<file path="src/rtl/pcie_dma_chan_regs.sv">
// pcie_dma_chan_regs: BAR0 register bank for a multi-channel DMA engine.
// Per-channel address/length/mode, start/abort doorbells, status, counters and a masked level irq.
module pcie_dma_chan_regs #(
    parameter int          NUM_CH    = 4,
    parameter int          CNT_W     = 32,
    parameter logic [15:0] DEF_ADDRH = 16'h0002,
    parameter logic [31:0] VERSION   = 32'h0002_0000
) (
    input  logic                    clk,
    input  logic                    sys_rst,
    input  logic [13:0]             rd_addr,
    input  logic [3:0]              rd_be,
    output logic [31:0]             rd_data,
    input  logic [13:0]             wr_addr,
    input  logic [7:0]              wr_be,
    input  logic [31:0]             wr_data,
    input  logic                    wr_en,
    output logic                    wr_busy,
    output logic [NUM_CH-1:0]       ch_start,
    output logic [NUM_CH-1:0]       ch_abort,
    output logic [3*NUM_CH-1:0]     ch_mode,
    output logic [48*NUM_CH-1:0]    ch_addr,
    output logic [32*NUM_CH-1:0]    ch_len,
    input  logic [NUM_CH-1:0]       ch_done,
    input  logic [NUM_CH-1:0]       ch_err,
    input  logic [CNT_W*NUM_CH-1:0] ch_tx_cnt,
    input  logic [CNT_W*NUM_CH-1:0] ch_rx_cnt,
    output logic                    irq
);

    // be[0] owns the most significant byte lane, be[3] the least significant.
    function automatic logic [31:0] lane_merge(input logic [31:0] old_val,
                                               input logic [31:0] new_val,
                                               input logic [3:0]  be);
        logic [31:0] res;
        res = old_val;
        for (int i = 0; i < 4; i++) begin
            if (be[i]) res[31-8*i -: 8] = new_val[31-8*i -: 8];
        end
        return res;
    endfunction

    logic              wr_bar;
    logic [4:0]        wr_ch_idx;
    logic              wr_ch_ok;
    logic [4:0]        rd_ch_idx;
    logic              rd_ch_ok;
    logic [NUM_CH-1:0] irq_en_q;
    logic [NUM_CH-1:0] pend;
    logic [31:0]       en_m;
    logic [31:0]       rd_word [NUM_CH];
    logic [31:0]       rd_mux;
    logic [31:0]       read_data;
    logic              unused_bits;

    assign wr_busy   = 1'b0;
    assign wr_bar    = wr_en && (wr_addr[13:12] == 2'b01);
    assign wr_ch_idx = wr_addr[7:3] - 5'd2;
    assign wr_ch_ok  = (wr_addr[7:3] >= 5'd2) && (wr_ch_idx < 5'(NUM_CH));
    assign rd_ch_idx = rd_addr[7:3] - 5'd2;
    assign rd_ch_ok  = (rd_addr[7:3] >= 5'd2) && (rd_ch_idx < 5'(NUM_CH));
    assign en_m      = lane_merge(32'(irq_en_q), wr_data, wr_be[3:0]);

    assign unused_bits = ^{rd_be, wr_be[7:4], wr_addr[11:8], rd_addr[11:8], en_m};

    always_ff @(posedge clk) begin
        if (sys_rst) begin
            irq_en_q <= '0;
            irq      <= 1'b0;
        end else begin
            if (wr_bar && (wr_addr[7:0] == 8'h01)) irq_en_q <= en_m[NUM_CH-1:0];
            irq <= |(pend & irq_en_q);
        end
    end

    for (genvar n = 0; n < NUM_CH; n++) begin : g_ch
        logic        hit;
        logic [29:0] addr_lo_q;
        logic [15:0] addr_hi_q;
        logic [29:0] len_q;
        logic [2:0]  mode_q;
        logic        busy_q, done_q, err_q, start_q, abort_q;
        logic        busy_d, done_d, err_d, start_d, abort_d;
        logic        ctrl_we, stat_we, start_req, abort_req;
        logic [31:0] lo_m, hi_m, len_m, rd_w;
        logic        unused_ch;

        assign hit       = wr_bar && wr_ch_ok && (wr_ch_idx == 5'(n));
        assign ctrl_we   = hit && (wr_addr[2:0] == 3'd0) && wr_be[3];
        assign stat_we   = hit && (wr_addr[2:0] == 3'd4) && wr_be[3];
        assign start_req = ctrl_we && wr_data[0];
        assign abort_req = ctrl_we && wr_data[1];
        assign lo_m      = lane_merge({addr_lo_q, 2'b00}, wr_data, wr_be[3:0]);
        assign hi_m      = lane_merge({16'h0, addr_hi_q}, wr_data, wr_be[3:0]);
        assign len_m     = lane_merge({len_q, 2'b00}, wr_data, wr_be[3:0]);
        assign unused_ch = ^{lo_m[1:0], hi_m[31:16], len_m[1:0]};

        // Engine events first; a doorbell in the same cycle has the final say on busy.
        always_comb begin
            busy_d  = busy_q;
            done_d  = done_q & ~(stat_we & wr_data[1]);
            err_d   = err_q  & ~(stat_we & wr_data[2]);
            start_d = 1'b0;
            abort_d = 1'b0;
            if (ch_done[n]) begin
                busy_d = 1'b0;
                done_d = 1'b1;
            end
            if (ch_err[n]) begin
                busy_d = 1'b0;
                err_d  = 1'b1;
            end
            if (abort_req && busy_q) begin
                abort_d = 1'b1;
                busy_d  = 1'b0;
            end else if (start_req) begin
                if (busy_q || (len_q == 30'd0)) begin
                    err_d = 1'b1;
                end else begin
                    start_d = 1'b1;
                    busy_d  = 1'b1;
                    done_d  = 1'b0;
                end
            end
        end

        always_ff @(posedge clk) begin
            if (sys_rst) begin
                addr_lo_q <= '0;
                addr_hi_q <= DEF_ADDRH;
                len_q     <= '0;
                mode_q    <= '0;
                busy_q    <= 1'b0;
                done_q    <= 1'b0;
                err_q     <= 1'b0;
                start_q   <= 1'b0;
                abort_q   <= 1'b0;
            end else begin
                if (hit && (wr_addr[2:0] == 3'd1)) addr_lo_q <= lo_m[31:2];
                if (hit && (wr_addr[2:0] == 3'd2)) addr_hi_q <= hi_m[15:0];
                if (hit && (wr_addr[2:0] == 3'd3)) len_q     <= len_m[31:2];
                if (ctrl_we) mode_q <= wr_data[4:2];
                busy_q  <= busy_d;
                done_q  <= done_d;
                err_q   <= err_d;
                start_q <= start_d;
                abort_q <= abort_d;
            end
        end

        always_comb begin
            rd_w = '0;
            case (rd_addr[2:0])
                3'd0:    rd_w = {27'd0, mode_q, 2'b00};
                3'd1:    rd_w = {addr_lo_q, 2'b00};
                3'd2:    rd_w = {16'd0, addr_hi_q};
                3'd3:    rd_w = {len_q, 2'b00};
                3'd4:    rd_w = {29'd0, err_q, done_q, busy_q};
                3'd5:    rd_w = 32'(ch_tx_cnt[n*CNT_W +: CNT_W]);
                3'd6:    rd_w = 32'(ch_rx_cnt[n*CNT_W +: CNT_W]);
                default: rd_w = '0;
            endcase
        end

        assign rd_word[n]          = rd_w;
        assign pend[n]             = done_q | err_q;
        assign ch_start[n]         = start_q;
        assign ch_abort[n]         = abort_q;
        assign ch_mode[3*n +: 3]   = mode_q;
        assign ch_addr[48*n +: 48] = {addr_hi_q, addr_lo_q, 2'b00};
        assign ch_len[32*n +: 32]  = {len_q, 2'b00};
    end

    always_comb begin
        rd_mux = '0;
        if (rd_addr[7:0] == 8'h00) begin
            rd_mux = VERSION;
        end else if (rd_addr[7:0] == 8'h01) begin
            rd_mux = 32'(irq_en_q);
        end else if (rd_addr[7:0] == 8'h02) begin
            rd_mux = 32'(pend);
        end else if (rd_ch_ok) begin
            for (int n = 0; n < NUM_CH; n++) begin
                if (rd_ch_idx == 5'(n)) rd_mux = rd_word[n];
            end
        end
    end

    always_ff @(posedge clk) begin
        if (sys_rst) read_data <= '0;
        else         read_data <= rd_mux;
    end

    assign rd_data = (rd_addr[13:12] == 2'b01) ? read_data : 32'h0;

endmodule
</file>
<file path="config.mk">
export PLATFORM = sky130hd
export DESIGN_NAME = pcie_dma_chan_regs
export DESIGN_NICKNAME = d
export VERILOG_FILES = /design/src/rtl/pcie_dma_chan_regs.sv
export SDC_FILE = /design/constraint.sdc
export NUM_CORES = 1
export LEC_CHECK = 0
export ABC_AREA = 1
export CAP_MARGIN = 20
export CORE_AREA = 2 2 277 279
export DETAILED_ROUTE_END_ITERATION = 7
export DIE_AREA = 0 0 279 281
export PLACE_DENSITY = 0.58
export RECOVER_POWER = 25
export SYNTH_ARGS = -nofsm -noshare
export SYNTH_HDL_FRONTEND = slang
export SYNTH_SLANG_ARGS = --single-unit
</file>
<file path="constraint.sdc">
create_clock -name clk -period 3 [get_ports clk]
set_clock_uncertainty 0.2 [all_clocks]
set_input_delay 0.75 -clock clk [delete_from_list [all_inputs] [get_ports clk]]
set_output_delay 0.75 -clock clk [all_outputs]
set_load 0.01 [all_outputs]
</file>
* Word-level counts from Yosys, hierarchy flattened
Index checks and enable logic that the tools add are counted.
** Storage, ports and cells
- Bits in registers :: 373
- Logic and storage cells :: 313
** Operators by class
- Add/subtract/negate cells :: 2
- Magnitude comparators :: 4
- Equal/unequal tests :: 21
- Multiplexer cells :: 69
- Bitwise operators :: 34
- Reductions and logical operators :: 114
** Operators with widths (number)
- one-hot mux 32 bit (7 select lines) :: 4
- two-way mux 32 bit :: 5
- logical NOT 30 bit :: 4
- AND reduction 2 bit :: 41
- two-way mux 18 bit :: 4
- two-way mux 1 bit :: 56
- logical AND 1 bit :: 49
- equality test 5 x 2 -> 1 bit (second input constant) :: 4
- bitwise AND 1 bit :: 16
- equality test 8 x 1 -> 1 bit (second input constant) :: 2
- inverter 1 bit :: 13
- equality test 3 x 2 -> 1 bit (second input constant) :: 4
- equality test 3 bit (second input constant) :: 4
- OR reduction 3 bit :: 4
- equality test 5 x 1 -> 1 bit (second input constant) :: 2
- >= comparator 5 x 2 -> 1 bit (second input constant) :: 2
- logical NOT 5 bit :: 2
- less-than comparator 5 x 3 -> 1 bit (second input constant) :: 2
- OR reduction 2 bit :: 5
- subtractor 5 x 2 -> 5 bit (second input constant) :: 2
- equality test 8 x 2 -> 1 bit (second input constant) :: 1
- logical NOT 8 bit :: 1
- equality test 3 x 1 -> 1 bit (second input constant) :: 2
- logical NOT 3 bit :: 2
- other kinds (6) :: 13

* Depth between registers and ports, before layout
- Depth in word-level cells :: 14
- Mapped depth :: 15
- Mapped depth without buffers :: 14

* Worst setup path before layout
OpenSTA, ideal clock, no wires.
- Path kind :: input port to flip-flop
- From :: in wr_addr[5]
- To :: reg g_ch[1].len_q[19]
- Arrival time :: 2.345 ns
- Data required time :: 2.681 ns
- Setup slack :: 0.336 ns
- Stages :: 10
- Path buffers :: 1
- Cell sequence :: inv_1 > ha_1 > nand3_1 > nor3_4 > nand2_1 > nor2_2 > nand2_1 > buf_2 > o21ai_0 > a21oi_1
** Between the ends
- Longest elaborated chain between the ends :: 7
** RTL lines
- start, declared :: line 14 : input logic [13:0] wr_addr,
- subtractor 5 x 2 -> 5 bit :: line 58 : assign wr_ch_idx = wr_addr[7:3] - 5'd2;
- less-than comparator 5 x 3 -> 1 bit :: line 59 : assign wr_ch_ok = (wr_addr[7:3] >= 5'd2) && (wr_ch_idx < 5'(NUM_CH));
- logical AND 1 bit :: line 59
- logical AND 1 bit :: line 88 : assign hit = wr_bar && wr_ch_ok && (wr_ch_idx == 5'(n));
- logical AND 1 bit (*) :: line 88
- logical AND 1 bit (*) :: line 141 : if (hit && (wr_addr[2:0] == 3'd3)) len_q <= len_m[31:2];
- AND reduction 2 bit (no source line) (*)
- end signal, assigned :: line 141
- end, declared :: line 80 : logic [29:0] len_q;
Every way passes the cells marked *; elsewhere a longest branch is shown, timed or not.
A chain may end at the register's enable or synchronous reset.

* Final worst setup path
- From :: in rd_addr[12]
- To :: out rd_data[3]
** Between the ends
- Longest elaborated chain between the ends :: 2
** RTL lines
- start, declared :: line 11 : input logic [13:0] rd_addr,
- equality test 2 x 1 -> 1 bit :: line 194 : assign rd_data = (rd_addr[13:12] == 2'b01) ? read_data : 32'h0;
- two-way mux 32 bit :: line 194
- end, declared :: line 13 : output logic [31:0] rd_data,
No other way between the ends.

==> flow_summary.ini <==
[timing]
worst_pin_slew_ns = 0.694
hold_ws_ns = 0.266
max_freq_mhz = 342
rsz0062_at_grt = no
fin_crit_ns = 2.92
hold_viol = 0
slew_headroom = 0.536
final-setup-viol-count = 0
drv_slew = 0
fin_ws_ns = 0.0793
timing.final.crit_share = 0.974

[critical_path]
startpoint_type = input pin
reg2reg_depth = 9
worst-path-max-fanout = 18
cp-end-kind = primary output
path_class = input pin to primary output
rrSetupSlack_ns = 0.81
required_ns = 2.05
worst_ep_arrival_time_ns = 1.97
critical_path.reg2reg.startpoint = g_ch[2].len_q[5]
rr_endpoint = g_ch[2].done_q

[worst_hold_path]
hold_path_class = register to register
hold_end = g_ch[1].addr_lo_q[29]
min_path_cells = 2
min-delay-start = g_ch[1].addr_lo_q[29]

[pwr]
p_leak_nw = 12.0
power.total_mw = 12.1
p_per_area_nw_per_um2 = 408
vdd_drop_max_v = 0.000312

[drt]
antenna_left = 0
drt_wl_total_um = 111000
drc = 0
vias_per_cell = 4.93
dr.pass1.iters = 5
vias = 23200
first_iter_violations = 2216
post_drt_wl_per_cell_um = 23.6

[placed_design]
port_buffers = 679
place_area_um2 = 28200
routabilityCongestion = 0.943
pre_cts_ws_ns = -0.668
dp_hpwl_um = 89500

[global_route]
grt_overflow = 0
grt_max_degree = 88
track_usage = 0.270
first_global_vias = 21600
antenna_found_initial = 10
grt_pass1_wl_um = 154000

[finish]
final-seq-area_um2 = 7470
syn_to_final_growth_pct = 59.5
fillCellCount = 7991
multi_input_area_um2 = 9610
fin_nets = 4026
drive_above_1_share = 0.103
stdcell_area_um2 = 29700

[cts]
cts_made_buffers = 45
clock_path_buffers = 3
clock-sinks = 373
htree_levels = 2
cts-root-buf = clkbuf_16
cts_tree = done
clk_latency_ns = 0.59
cts.clk_slew.worst_paths_ns = 0.06

[synthesis]
yosysTopAreaCell = dfxtp_1
ys_top_cells_by_area = dfxtp_1 40%, nand2_1 14%, nor2_1 9.7%
yosys_warnings = 0
seq_area_frac_synth = 0.401
synth_area_per_cell_um2 = 6.47
synth_cells = 2881
netlist_area_um2 = 18600
synth_top_area_share = 0.401
ys_seq_elements = 373
ys_types = 32

[floorplanning]
initial_core_util = 0.247
dieArea_um2 = 78400
die_y_um = 281
core-area_um2 = 75400
ioPinCount = 713
fp.dieW_um = 279
row_count = 101

[run_status]
status = complete, no violations

[job]
cap_violations = 0
-- worst max path at each step --
stage	startpoint	end	depth (start not counted)
final	rd_addr[12]	rd_data[3]	5
after global routing	rd_addr[1]	read_data[11]	14
after CTS	wr_addr[5]	g_ch[0].addr_lo_q[10]	12
after detailed placement	wr_addr[5]	g_ch[0].addr_lo_q[7]	12
after global placement	wr_addr[5]	g_ch[0].addr_lo_q[11]	12
after floorplan	wr_addr[5]	g_ch[1].len_q[19]	10
-- routing by layer --
| layer | part of all wire | vias up | global-route usage |
|---|---|---|---|
| li1 | - | 11000 | - |
| met1 | 0.44 | 10900 | 0.371 |
| met2 | 0.44 | 1090 | 0.426 |
| met3 | 0.086 | 140 | 0.0579 |
| met4 | 0.027 | 4 | 0.0740 |
| met5 | 0.00021 | - | 0 |
-- critical path, stage by stage --
cell	delay [ns]
clkdlybuf4s50_1	0.45
nand2_1	0.12
buf_12	0.19
nor2_1	0.15
dlygate4sd2_1	0.29
-- sequential cells by signal, indices dropped and copies added, names as in the netlist, 12 cells and up --
signal,count
g_ch.len_q,120
g_ch.addr_lo_q,120
read_data,32
g_ch.addr_hi_q,64
g_ch.mode_q,12
-- synth_stat cells (all sizes together) --
cell and count:
nor3 15, o21ai 291, a21boi 1, nor2 493, a221oi 21, clkbuf 115, nand3b 6, o22ai 24
o2111ai 4, o211ai 8, a31oi 4, nand2 708, inv 220, nand3 168, nand4 71, ha 4
nor4 13, o31ai 14, a21oi 220, dfxtp 373, buf 74, clkinv 3, a22oi 28, conb 1
or2 2
-- final cells by class --
cell class	count	area share
antenna	7	0.000589
clock buffer	60	0.0428
clock inverter	19	0.00783
inverter	223	0.0288
multi-input combinational	2112	0.323
sequential	373	0.251
tap	978	0.0412
timing repair buffer	928	0.304
-- metrics by stage --
step,util,std cells,TNS [ns]
2_1_floorplan,-,2897,0
3_3_place_gp,0.373,4614,-155.28
3_5_place_dp,0.373,4614,-158.40
4_1_cts,0.393,4693,0
5_1_grt,0.394,4695,0
6_report,0.394,4700,0
-- placed cells by master, fill, tap and decap left out, types with 21 or more instances in the layout --
master and count:
a221oi_1 21, nand2_1 693, buf_12 34, o22ai_1 24
o21ai_0 288, inv_1 202, clkdlybuf4s50_1 469, nand4_1 71
nor2_1 475, buf_4 215, a22oi_1 28, dlygate4sd3_1 176
dfxtp_1 373, a21oi_1 220, nand3_1 165, clkbuf_16 45
dlygate4sd2_1 32
-- power by group --
group	internal, mW	switching, mW
clock network	3.33	2.38
logic	0.652	0.776
registers	4.96	0.00845
total	8.95	3.17
-- kinds of logic after synthesis --
logic type / share of synthesized area
AOI/OAI and AO/OA: 0.179
adders and majority gates: 0.00269
buffers and inverters: 0.0922
DFF: 0.401
other: 0.000201
and+or+nand+nor: 0.325
-- what timing repair did --
action | in CTS | in global routing
pin swaps | 0 | 1
endpoints found under the setup margin | 41 | 104
setup buffers | 0 | 0
hold buffers | 0 | 0
gates resized for setup | 34 | 25
Note: power is estimated with default switching activity, not from simulation.
